### config.mk
export PLATFORM = sky130hd
export DESIGN_NAME = alu_bool_solve_flat
export DESIGN_NICKNAME = d
export VERILOG_FILES = /design/src/rtl/alu_pkg.sv /design/src/rtl/alu_bool_solve_if.sv /design/src/rtl/alu_bool_merge.sv /design/src/rtl/alu_bool_solve.sv /design/src/flat_wrapper.sv
export SDC_FILE = /design/constraint.sdc
export NUM_CORES = 1
export LEC_CHECK = 0
export ABC_AREA = 1
export CAP_MARGIN = 20
export CORE_ASPECT_RATIO = 0.8
export CORE_UTILIZATION = 56
export CTS_CLUSTER_SIZE = 30
export DETAILED_ROUTE_END_ITERATION = 6
export PLACE_DENSITY = 0.95
export SLEW_MARGIN = 0
export SYNTH_ARGS = -nofsm -noshare
export SYNTH_HDL_FRONTEND = slang
export SYNTH_SLANG_ARGS = --single-unit
export TNS_END_PERCENT = 5
### constraint.sdc
create_clock -name clk -period 2.2 [get_ports clk]
set_input_delay 0.33 -clock clk [delete_from_list [all_inputs] [get_ports clk]]
set_output_delay 0.33 -clock clk [all_outputs]
set_load 0.005 [all_outputs]
### src/rtl/alu_pkg.sv
// Shared ALU boolean-unit types: function codes and the solver FSM state.
package alu_pkg;

  typedef logic [3:0] bfn_t;

  localparam bfn_t BFN_AND = 4'b1000;
  localparam bfn_t BFN_OR  = 4'b1110;
  localparam bfn_t BFN_XOR = 4'b0110;
  localparam bfn_t BFN_A   = 4'b1010;
  localparam bfn_t BFN_B   = 4'b1100;

  typedef enum logic [1:0] {
    IDLE,
    SCAN,
    DONE
  } state_t;

endpackage

### src/rtl/alu_bool_solve_if.sv
// Operand/result handshake bundle for the boolean-function solver.
interface alu_bool_solve_if #(
  parameter int WIDTH = 32
);
  logic             in_valid;
  logic             in_ready;
  logic [WIDTH-1:0] a;
  logic [WIDTH-1:0] b;
  logic [WIDTH-1:0] y;
  logic             out_valid;
  logic             out_ready;
  alu_pkg::bfn_t    bfn;
  alu_pkg::bfn_t    known;
  logic             conflict;

  modport master (
    output in_valid, a, b, y, out_ready,
    input  in_ready, out_valid, bfn, known, conflict
  );

  modport slave (
    input  in_valid, a, b, y, out_ready,
    output in_ready, out_valid, bfn, known, conflict
  );
endinterface

### src/rtl/alu_bool_merge.sv
// Combinational per-beat accumulator: folds LANES (a,b,y) bits into the
// running truth table, lowest lane first; first occurrence of an index wins.
module alu_bool_merge
  import alu_pkg::*;
#(
  parameter int LANES = 1
) (
  input  bfn_t             bfn_cur,
  input  bfn_t             known_cur,
  input  logic             conflict_cur,
  input  logic [LANES-1:0] a,
  input  logic [LANES-1:0] b,
  input  logic [LANES-1:0] y,
  output bfn_t             bfn_nxt,
  output bfn_t             known_nxt,
  output logic             conflict_nxt
);

  always_comb begin
    // NOTE: every output gets a default before the loop so no path leaves it unassigned (no latch).
    bfn_nxt      = bfn_cur;
    known_nxt    = known_cur;
    conflict_nxt = conflict_cur;
    // NOTE: blocking assignments here so each lane sees the updates made by the lanes below it.
    for (int i = 0; i < LANES; i++) begin
      if (!known_nxt[{b[i], a[i]}]) begin
        known_nxt[{b[i], a[i]}] = 1'b1;
        bfn_nxt[{b[i], a[i]}]   = y[i];
      end else if (bfn_nxt[{b[i], a[i]}] != y[i]) begin
        conflict_nxt = 1'b1;
      end
    end
  end

endmodule

### src/rtl/alu_bool_solve.sv
// Iterative inverse of the ALU boolean unit: recovers the 4-bit function code
// from (a, b, y), scanning LANES bits per cycle.
module alu_bool_solve
  import alu_pkg::*;
#(
  parameter int WIDTH = 32,
  parameter int LANES = 1
) (
  input  logic             clk,
  input  logic             rst_n,
  alu_bool_solve_if.slave  bus
);

  localparam int BEATS = WIDTH / LANES;
  localparam int CW    = (BEATS > 1) ? $clog2(BEATS) : 1;
  localparam logic [CW-1:0] LAST = CW'(BEATS - 1);

  state_t           state, state_nxt;
  logic [CW-1:0]    cnt;
  logic             drain;
  logic [WIDTH-1:0] a_q, b_q, y_q;
  bfn_t             bfn_q, known_q;
  logic             conflict_q;
  bfn_t             bfn_m, known_m;
  logic             conflict_m;

  alu_bool_merge #(.LANES(LANES)) u_merge (
    .bfn_cur      (bfn_q),
    .known_cur    (known_q),
    .conflict_cur (conflict_q),
    .a            (a_q[LANES-1:0]),
    .b            (b_q[LANES-1:0]),
    .y            (y_q[LANES-1:0]),
    .bfn_nxt      (bfn_m),
    .known_nxt    (known_m),
    .conflict_nxt (conflict_m)
  );

  // After the final beat, one drain cycle in SCAN before results are offered.
  always_comb begin
    state_nxt = state;
    unique case (state)
      IDLE:    if (bus.in_valid)  state_nxt = SCAN;
      SCAN:    if (drain)         state_nxt = DONE;
      DONE:    if (bus.out_ready) state_nxt = IDLE;
      default:                    state_nxt = IDLE;
    endcase
  end

  always_ff @(posedge clk or negedge rst_n) begin
    if (!rst_n) begin
      state      <= IDLE;
      cnt        <= '0;
      drain      <= 1'b0;
      a_q        <= '0;
      b_q        <= '0;
      y_q        <= '0;
      bfn_q      <= '0;
      known_q    <= '0;
      conflict_q <= 1'b0;
    end else begin
      state <= state_nxt;
      unique case (state)
        IDLE: begin
          if (bus.in_valid) begin
            a_q        <= bus.a;
            b_q        <= bus.b;
            y_q        <= bus.y;
            bfn_q      <= '0;
            known_q    <= '0;
            conflict_q <= 1'b0;
            cnt        <= '0;
            drain      <= 1'b0;
          end
        end
        SCAN: begin
          if (!drain) begin
            bfn_q      <= bfn_m;
            known_q    <= known_m;
            conflict_q <= conflict_m;
            // Operands shift down so the current beat always sits in the low lanes.
            a_q        <= a_q >> LANES;
            b_q        <= b_q >> LANES;
            y_q        <= y_q >> LANES;
            if (cnt == LAST) drain <= 1'b1;
            else             cnt   <= cnt + CW'(1);
          end
        end
        default: ;
      endcase
    end
  end

  assign bus.in_ready  = (state == IDLE);
  assign bus.out_valid = (state == DONE);
  assign bus.bfn       = bfn_q;
  assign bus.known     = known_q;
  assign bus.conflict  = conflict_q;

endmodule

### src/flat_wrapper.sv
// flat-port wrapper written by rule: the top's interface ports become plain ports
module alu_bool_solve_flat import alu_pkg::*;
#(
  parameter int WIDTH = 32,
  parameter int LANES = 1
)
  (clk, rst_n, bus_in_valid, bus_a, bus_b, bus_y, bus_out_ready, bus_in_ready, bus_out_valid, bus_bfn, bus_known, bus_conflict);
  alu_bool_solve_if #(.WIDTH(WIDTH)) bus_i ();
  input  logic clk;
  input  logic rst_n;
  input wire logic [$bits(bus_i.in_valid)-1:0] bus_in_valid;
  input wire logic [$bits(bus_i.a)-1:0] bus_a;
  input wire logic [$bits(bus_i.b)-1:0] bus_b;
  input wire logic [$bits(bus_i.y)-1:0] bus_y;
  input wire logic [$bits(bus_i.out_ready)-1:0] bus_out_ready;
  output wire logic [$bits(bus_i.in_ready)-1:0] bus_in_ready;
  output wire logic [$bits(bus_i.out_valid)-1:0] bus_out_valid;
  output wire logic [$bits(bus_i.bfn)-1:0] bus_bfn;
  output wire logic [$bits(bus_i.known)-1:0] bus_known;
  output wire logic [$bits(bus_i.conflict)-1:0] bus_conflict;
  assign bus_i.in_valid = bus_in_valid;
  assign bus_i.a = bus_a;
  assign bus_i.b = bus_b;
  assign bus_i.y = bus_y;
  assign bus_i.out_ready = bus_out_ready;
  assign bus_in_ready = bus_i.in_ready;
  assign bus_out_valid = bus_i.out_valid;
  assign bus_bfn = bus_i.bfn;
  assign bus_known = bus_i.known;
  assign bus_conflict = bus_i.conflict;
  alu_bool_solve #(.WIDTH(WIDTH), .LANES(LANES)) u_core (.clk(clk), .rst_n(rst_n), .bus(bus_i));
endmodule
==> results of run 1 <==
[final timing paths]
kind | start | endpoint | cells past startpoint
min in group clk | u_core.bus.conflict | u_core.bus.conflict | 2
worst min-delay path | rst_n | u_core.y_q[24] | 2
worst min register to register | u_core.bus.conflict | u_core.bus.conflict | 2
worst max-delay path | u_core.state[0] | bus_in_ready | 2
worst max register to register | u_core.state[1] | u_core.b_q[18] | 6
max in group asynchronous | rst_n | u_core.y_q[27] | 2
[cells by family after synthesis]
group | Yosys count | share of synthesized area, %
compound gates | 209 | 23.6
simple gates | 164 | 11.7
buf+inv | 150 | 13.4
fa+ha+maj | 2 | 0.450
flops | 113 | 50.9
[cell usage in the layout (no fill, tap or decap)]
cell type          n
nand3_1            9
clkinv_4           2
o21ai_4            1
clkinvlp_4         2
nand2_1          136
bufinv_16          7
nand2_2            4
inv_1            106
clkbuf_16         17
clkdlybuf4s50_1  109
o21ai_1            2
clkbuf_1           1
inv_4              1
o21ai_0          102
ha_1               2
o21ai_2            5
o211ai_1          93
nor2_1            10
a21oi_1            5
dfrtp_1          113
inv_6              1
nand4_1            5
o22ai_1            1
clkbuf_8           1
buf_4              4
buf_12             6
clkinv_2           1
[sequential cells by signal, indices dropped and copies added (netlist names)]
name and cells:
u_core.state 2, u_core.bus.known 4, u_core.bus.conflict 1, u_core.a_q 32
u_core.cnt 5, u_core.drain 1, u_core.bus.bfn 4, u_core.b_q 32
u_core.y_q 32
[cells in the mapped netlist, drive strengths merged]
cell / n / area [µm²]
clkbuf: 7 / 26.3
o21ai: 110 / 581
ha: 2 / 25.0
o22ai: 1 / 6.26
a21oi: 5 / 25.0
o211ai: 93 / 698
nand2: 140 / 536
nand4: 5 / 31.3
dfrtp: 113 / 2830
nand3: 9 / 45.0
buf: 36 / 315
nor2: 10 / 37.5
inv: 107 / 402
[worst register-to-register path, stage by stage (launching register included)]
cell,delay (ps)
dfrtp_1,380
inv_1,80
nand2_2,150
o21ai_4,350
buf_4,450
o211ai_1,180
o21ai_0,130
[metal layers]
| metal | wire length [µm] | vias up | track usage (%) |
|---|---|---|---|
| li1 | - | 2314 | - |
| met1 | 5470 | 2281 | 32.6 |
| met2 | 6510 | 150 | 45.9 |
| met3 | 756 | 24 | 6.28 |
| met4 | 226 | 0 | 8.33 |
| met5 | 0 | - | 0 |
[per-stage QoR]
| stage | cell area, µm² | power [mW] | instances | setup WS (ps) | util (%) |
|---|---|---|---|---|---|
| floorplan | 5560 | 7.20 | 638 | 755 | - |
| global placement | 6630 | 7.81 | 850 | 373 | 68.7 |
| detailed placement | 6630 | 8.19 | 850 | 275 | 68.7 |
| CTS | 7330 | 11.6 | 882 | 313 | 75.9 |
| global route | 7330 | 12.4 | 882 | 234 | 75.9 |
| finish | 7330 | 11.5 | 882 | 322 | 75.9 |
[cell type report]
cell class,instances,area (µm²)
Clock buffer,19,443
Sequential cell,113,2830
Fill cell,635,2320
Inverter,107,404
Timing Repair Buffer,119,1240
Multi-Input combinational cell,375,1980
Tap cell,136,170
Clock inverter,13,256
[power by group]
part	internal (mW)	switching (mW)
Clock	2.27	0.968
Sequential	3.14	0.410
Combinational	1.88	2.85
Total	7.30	4.23
==> impl_metrics.csv, run 1 <==
group,metric,value,unit
detailed_routing,wl,13000,µm
placed_design,place_hpwl,8130,µm
clock_tree,cts_sinks,113,
floorplan,ios,111,
placed_design,numPortBuffers,110,
sta,tightestPinTransition,597,ps
floorplan,rows,32,
worst_setup_path,cp_slowest_cell,"clkdlybuf4s50_1",
grt,grt_pass1_vias,4765,
worst_setup_path,crit_buf_inv,1,
grt,grt_max_degree,114,
status,status,"finished with violations",
floorplan,dieHeight,91.1,µm
grt,grt.total_usage,26.4,%
power_and_ir_drop,power_density,1570,nW/µm²
clock_tree,post-cts-setup-buffer-count,0,
layout,layout-drive-gt1-share,6.97,%
worst_setup_path,required,1870,ps
synthesis,ys_warn_count,0,
status,violations,"DRC, hold timing",
clock_tree,cts_max_level,4,
synthesis,ys_ff_latch,113,
power_and_ir_drop,p_leak,3.51,nW
sta,period_minus_slack,1880,ps
floorplan,die_area,10300,µm²
clock_tree,clock_path_buffers,2,
worst_setup_path,worstPathCellList,"nor2_1, clkdlybuf4s50_1",
synthesis,netlist_area,5560,µm²
synthesis,avgSynthCellArea,8.71,µm²
sta,hold_ws,-30.1,ps
synthesis,ys_seq_area_share,50.9,%
detailed_routing,avgViaCountPerCell,5.41,
worst_setup_path,path_class,"reg -> out",
clock_tree,hold_buffers,0,
clock_tree,clk_pin_slew,60,ps
worst_setup_path,cp-start-kind,"register",
worst_setup_path,r2r_setup_slack,390,ps
sta,clock.fmax,0.532,GHz
sta,max_slew_margin,60.2,%
detailed_routing,dr.pass1.iters,7,
floorplan,coreArea,9650,µm²
floorplan,die_w,113,µm
worst_setup_path,cp_max_fo,3,
clock_tree,cts_tree,"done",
grt,grt-ovfl-total,0,
detailed_routing,drt-initial-drc-count,432,
sta,final_max_slew_viol_count,0,
worst_setup_path,max_stage_delay,540,ps
detailed_routing,drtAntennaViolNets,0,
flow_run,cap_viol_max_count,0,
clock_tree,cts_resized,0,
layout,diodes,0,
clock_tree,clk_latency,400,ps
sta,setup_viol_count_final,0,
sta,hold_viol_final,11,
placed_design,place_congestion,0.821,
floorplan,initial_utilization,57.6,%
grt,grt_pass1_wl,21400,µm
layout,num-nets-final,835,
detailed_routing,drc_errors,1,
worst_setup_path,arrival,1550,ps
power_and_ir_drop,ir_worst_vdd,0.758,mV
detailed_routing,routedWlPerCell,14.7,µm
clock_tree,cts_made_buffers,17,
synthesis,synth.distinct_cells,22,
clock_tree,cts.root.buffer_cell,"clkbuf_16",
sta,fin_skew,7.81,ps
min_path,hold_path.class,"in -> async",
worst_setup_path,cp-end-kind,"output port",
grt,antenna_found_initial,0,
sta,setup_tns,0,ps
synthesis,syn-num-nets,740,
sta,finalCritPeriodShare,85.4,%
layout,syn2layout_area_growth,31.9,%
worst_setup_path,cp_top_family,"buffers and inverters",
sta,rsz0062_at_grt,"false",
synthesis,syn_inst,638,
detailed_routing,via_count,4769,
(Power assumes the default switching activity.)
==> run 2: changes to the inputs <==
--- a/config.mk
+++ b/config.mk
@@ -8,10 +8,10 @@
 export ABC_AREA = 1
 export CAP_MARGIN = 20
 export CORE_ASPECT_RATIO = 0.8
-export CORE_UTILIZATION = 56
+export CORE_UTILIZATION = 36
 export CTS_CLUSTER_SIZE = 30
 export DETAILED_ROUTE_END_ITERATION = 6
-export PLACE_DENSITY = 0.95
+export PLACE_DENSITY = 0.7
 export SLEW_MARGIN = 0
 export SYNTH_ARGS = -nofsm -noshare
 export SYNTH_HDL_FRONTEND = slang
==> constraint.sdc (replaced) <==
create_clock -name clk -period 1.57 [get_ports clk]
set_input_delay 0.2355 -clock clk [delete_from_list [all_inputs] [get_ports clk]]
set_output_delay 0.2355 -clock clk [all_outputs]
set_load 0.005 [all_outputs]
==> impl_metrics.csv, run 2 (same netlist as run 1, synthesis figures left out) <==
group,metric,value,unit
status,status,"completed",
clock_tree,cts_sinks,113,
grt,grt_pass1_vias,4279,
sta,setup_viol_count_final,0,
worst_setup_path,path_class,"reg -> reg",
placed_design,numPortBuffers,110,
detailed_routing,dr.pass1.iters,4,
worst_setup_path,cp_max_fo,24,
layout,fill_cells,1394,
power_and_ir_drop,p_leak,3.68,nW
sta,rsz0062_at_grt,"true",
power_and_ir_drop,p_comb_share,46.0,%
placed_design,place_congestion,0.770,
grt,antenna_found_initial,0,
power_and_ir_drop,pwr-share-clk,22.7,%
layout,num-nets-final,858,
placed_design,place_hpwl,8190,µm
clock_tree,clk_latency,410,ps
clock_tree,clock_path_buffers,2,
sta,tightestPinTransition,372,ps
grt,grt.total_usage,16.8,%
detailed_routing,wl,12400,µm
detailed_routing,drc_errors,0,
power_and_ir_drop,p_sw_share,36.7,%
layout,syn2layout_area_growth,37.2,%
grt,met1_usage,23.7,%
floorplan,rows,40,
floorplan,die_w,141,µm
grt,grt_busiest_layer,"met1",
sta,period_minus_slack,1490,ps
placed_design,dpl_worst_slack,-13.4,ps
layout,layout-drive-gt1-share,10.0,%
grt,grtUsageMet2,23.5,%
floorplan,ios,111,
min_path,hold_path.class,"in -> async",
power_and_ir_drop,p_seq_share,31.3,%
detailed_routing,drt-initial-drc-count,248,
floorplan,initial_utilization,36.9,%
worst_setup_path,arrival,1830,ps
layout,final_cells,978,
power_and_ir_drop,p_switching,5.75,mW
placed_design,post-place-cells,940,
worst_setup_path,required,1910,ps
detailed_routing,via_count,4630,
power_and_ir_drop,p_int,9.92,mW
grt,globalRouteMet3Util,6.18,%
sta,finalCritPeriodShare,95.2,%
flow_run,cap_viol_max_count,0,
sta,hold_viol_final,0,
detailed_routing,drtAntennaViolNets,0,
layout,final_util,50.6,%
detailed_routing,avgViaCountPerCell,4.73,
clock_tree,cts_max_level,4,
sta,final_max_slew_viol_count,0,
grt,grt_max_degree,69,
clock_tree,cts_made_buffers,17,
layout,layout_common_cells,"nand2_1, dfrtp_1, inv_1",
worst_setup_path,cp-end-kind,"register",
clock_tree,cts_tree,"done",
floorplan,dieHeight,113,µm
clock_tree,cts.root.buffer_cell,"clkbuf_16",
sta,clock.fmax,0.669,GHz
floorplan,coreArea,15100,µm²
power_and_ir_drop,ir_worst_vdd,0.876,mV
floorplan,die_area,15900,µm²
clock_tree,clk_pin_slew,50,ps
power_and_ir_drop,power_density,2060,nW/µm²
layout,reg.largest.list,"u_core.a_q: 32 flops, u_core.b_q: 32 flops, u_core.y_q: 32 flops",
sta,max_slew_margin,75.2,%
sta,fin_ws,75.1,ps
detailed_routing,routedWlPerCell,12.7,µm
grt,grt_pass1_wl,20800,µm
sta,fin_skew,6.25,ps
layout,final_common_cell,"nand2_1",
worst_setup_path,cp-start-kind,"register",
grt,grt-ovfl-total,0,
layout,diodes,0,
run 2: cell types whose count changed in the layout (fill, tap and decap cells not counted), moves of 3 or more:
cell             before  now
o21ai_1               2   27
bufinv_16             7    1
o21ai_0             102   77
dlygate4sd2_1         0    8
clkdlybuf4s50_1     109   98
clkbuf_1              1    4
clkinv_2              1    5
buf_12                6   14
clkbuf_8              1    4
buf_4                 4   15
nand2_4               0    3
run 2: metrics by stage:
stage                     TNS, ps  area (µm²)  hold slack [ps]  total power [mW]
after detailed placement    -13.4        6940              254              11.9
after global placement      -28.2        6940              256              11.7
final                           0        7620              364              15.7
after CTS                    -193        7520              356              15.5
after floorplan                 0        5560            -60.1              10.1
after global routing         -878        7620              379              17.2
run 2: layout make-up:
cell class                      instances  area (µm²)  area share (%)
Timing Repair Buffer                  142        1550            20.4
Clock buffer                           25         495            6.50
Sequential cell                       113        2830            37.1
Multi-Input combinational cell        375        2010            26.4
Clock inverter                          6        55.1           0.722
Inverter                              107         409            5.37
Tap cell                              210         263            3.45
run 2: power by group through the flow:
| stage | Clock, mW | Combinational [mW] | Sequential [mW] |
|---|---|---|---|
| 6_report | 3.56 | 7.20 | 4.90 |
| 5_1_grt | 3.80 | 8.36 | 5.05 |
| 4_1_cts | 3.66 | 6.96 | 4.90 |
| 3_5_place_dp | 0 | 6.93 | 4.94 |
| 3_3_place_gp | 0 | 6.76 | 4.89 |
| 2_1_floorplan | 0 | 5.28 | 4.81 |
run 2: worst max-delay path, cell delays in order (launching register included):
cell and delay, ps:
dfrtp_1 390, buf_6 130, nor2_4 70, buf_4 110, nand2_2 60, o21ai_4 110
buf_12 200, buf_12 160, o211ai_1 90, o21ai_1 80
run 2: repair_timing:
item,4_1_cts,5_1_grt
buffers inserted,2,3
cloned,0,1
setup endpoints to repair,10,111
resized for setup,12,42
pin swaps,1,11
hold buffers,1,0
hold endpoints to repair,113,0
run 2: worst paths after layout:
check | start | endpoint | slack, ps | cells after the start
setup / recovery | u_core.state[0] | u_core.a_q[3] | 80 | 9
max in group asynchronous | rst_n | u_core.bus.bfn[0] | 860 | 3
hold / removal | rst_n | u_core.y_q[20] | 360 | 3
hold reg to reg | u_core.bus.conflict | u_core.bus.conflict | 480 | 2
setup reg to reg | u_core.state[0] | u_core.a_q[3] | 80 | 9
min in group clk | bus_b[31] | u_core.b_q[31] | 410 | 3
run 2: routing by layer:
layer / wire length (µm) / share of wire (%)
met5: 0 / 0
met3: 820 / 6.6
met4: 127 / 1.0
met1: 6190 / 50
met2: 5240 / 42
==> run 3: changes to the inputs <==
--- a/config.mk
+++ b/config.mk
@@ -12,6 +12,7 @@
 export CTS_CLUSTER_SIZE = 30
 export DETAILED_ROUTE_END_ITERATION = 6
 export PLACE_DENSITY = 0.7
+export SKIP_LAST_GASP = 1
 export SLEW_MARGIN = 0
 export SYNTH_ARGS = -nofsm -noshare
 export SYNTH_HDL_FRONTEND = slang
==> impl_metrics.csv, run 3 (same netlist as run 1, synthesis figures left out) <==
group,metric,value,unit
sta,rsz0062_at_grt,"true",
sta,period_minus_slack,1620,ps
power_and_ir_drop,p_leak,3.74,nW
sta,final_max_slew_viol_count,0,
layout,layout_common_cells,"nand2_1, dfrtp_1, clkdlybuf4s50_1",
layout,final_common_cell,"nand2_1",
sta,fin_skew,6.08,ps
power_and_ir_drop,power.total,16.1,mW
clock_tree,clk_pin_slew,50,ps
worst_setup_path,crit_buf_inv,1,
layout,diodes,0,
grt,antenna_found_initial,0,
sta,max_slew_margin,74.7,%
grt,grt_max_degree,69,
placed_design,numPortBuffers,110,
clock_tree,cts_sinks,113,
layout,syn2layout_area_growth,40.3,%
worst_setup_path,required,1330,ps
detailed_routing,drtAntennaViolNets,0,
flow_run,cap_viol_max_count,0,
floorplan,coreArea,15100,µm²
sta,hold_viol_final,0,
clock_tree,clk_latency,410,ps
sta,setup_viol_count_final,7,
worst_setup_path,cp_slowest_cell,"clkdlybuf4s50_1",
layout,layout-drive-gt1-share,11.2,%
layout,num-nets-final,869,
clock_tree,clock_path_buffers,2,
detailed_routing,via_count,4698,
sta,clock.fmax,0.616,GHz
sta,finalCritPeriodShare,103,%
placed_design,dpl_cell_area,6940,µm²
placed_design,place_congestion,0.770,
grt,grt_pass1_vias,4278,
placed_design,place_hpwl,8190,µm
floorplan,ios,111,
worst_setup_path,r2r_setup_slack,20,ps
worst_setup_path,arrival,1390,ps
grt,grt-ovfl-total,0,
floorplan,die_area,15900,µm²
worst_setup_path,max_stage_delay,560,ps
worst_setup_path,worstPathCellList,"clkdlybuf4s50_1",
floorplan,rows,40,
detailed_routing,wl,13200,µm
status,status,"finished with violations",
status,violations,"setup timing",
detailed_routing,drc_errors,0,
worst_setup_path,rr_startpoint,"u_core.state[1]",
detailed_routing,avgViaCountPerCell,4.75,
sta,tightestPinTransition,380,ps
floorplan,die_w,141,µm
worst_setup_path,cp_top_family,"buffers and inverters",
power_and_ir_drop,power_density,2060,nW/µm²
sta,fin_ws,-53.4,ps
clock_tree,cts_max_level,4,
worst_setup_path,path_class,"reg -> out",
worst_setup_path,r2r_cells,7,
clock_tree,cts.root.buffer_cell,"clkbuf_16",
min_path,hold_path.class,"in -> async",
layout,reg.largest.list,"u_core.a_q: 32 flops, u_core.b_q: 32 flops, u_core.y_q: 32 flops",
floorplan,initial_utilization,36.9,%
clock_tree,cts_tree,"done",
power_and_ir_drop,ir_worst_vdd,0.864,mV
layout,final_area,7790,µm²
worst_setup_path,cp_max_fo,4,
detailed_routing,dr.pass1.iters,4,
worst_setup_path,cp-start-kind,"register",
detailed_routing,routedWlPerCell,13.3,µm
grt,grt.total_usage,16.9,%
worst_setup_path,cp-end-kind,"output port",
clock_tree,cts_made_buffers,17,
floorplan,dieHeight,113,µm
worst_setup_path,r2r_end,"u_core.bus.bfn[3]",
detailed_routing,drt-initial-drc-count,229,
grt,grt_pass1_wl,20900,µm
layout,final_util,51.7,%
layout,fill_cells,1377,
worst_setup_path,cp_num_cells,1,
## run 3: per-layer routing
metal	vias up	GRT usage [%]	part of all wire [%]
met2	106	23.6	43
met4	0	6.30	0.97
met1	2192	23.7	51
met5	-	0	0
met3	14	6.18	6.0
li1	2386	-	-
## run 3: where the power goes
group	switching, mW	total (mW)	internal, mW
Combinational	4.12	7.60	3.48
Clock	1.26	3.58	2.31
Sequential	0.504	4.91	4.40
## run 3: layout make-up
cell class / instances / area, µm² / area share, %
flip-flops and latches: 113 / 2830 / 36.3
multi-input cells: 375 / 2020 / 25.9
repair buffers: 151 / 1700 / 21.8
clock buffers: 25 / 495 / 6.36
inverters: 107 / 414 / 5.31
well taps: 210 / 263 / 3.37
clock inverters: 6 / 55.1 / 0.706
repair inverters: 2 / 17.5 / 0.225
## run 3: what timing repair did
| action | in CTS | in global routing |
|---|---|---|
| cloned | 0 | 7 |
| resized for setup | 3 | 20 |
| endpoints found under the hold margin | 113 | 0 |
| pin swaps | 1 | 5 |
| hold buffers | 1 | 0 |
| setup buffers | 2 | 8 |
| setup endpoints to repair | 10 | 118 |
## run 3: worst max path at each step
stage,end,start,slack [ps]
final,bus_known[0],u_core.bus.known[0],-50
after global routing,bus_bfn[1],u_core.bus.bfn[1],-110
after detailed placement,u_core.cnt[2],bus_in_valid,-10
after global placement,u_core.cnt[2],bus_in_valid,-30
after CTS,bus_out_valid,u_core.state[0],-190
after floorplan,u_core.cnt[2],u_core.cnt[0],130
## run 3: through the flow
step / setup WS [ps] / TNS (ps) / hold WS, ps / std cells
final: -53.4 / -169 / 360 / 989
after global placement: -28.2 / -28.2 / 256 / 940
after global routing: -106 / -2580 / 379 / 989
after floorplan: 125 / 0 / -60.1 / 638
after CTS: -191 / -528 / 356 / 974
after detailed placement: -13.4 / -13.4 / 254 / 940
## run 3: worst reg2reg max path, delay by kind of cell, from the launching register on
family                 cells  cell delay [ps]
AOI/OAI and AO/OA          2              480
DFF                        1              410
buffers and inverters      2              300
and+or+nand+nor            3              240
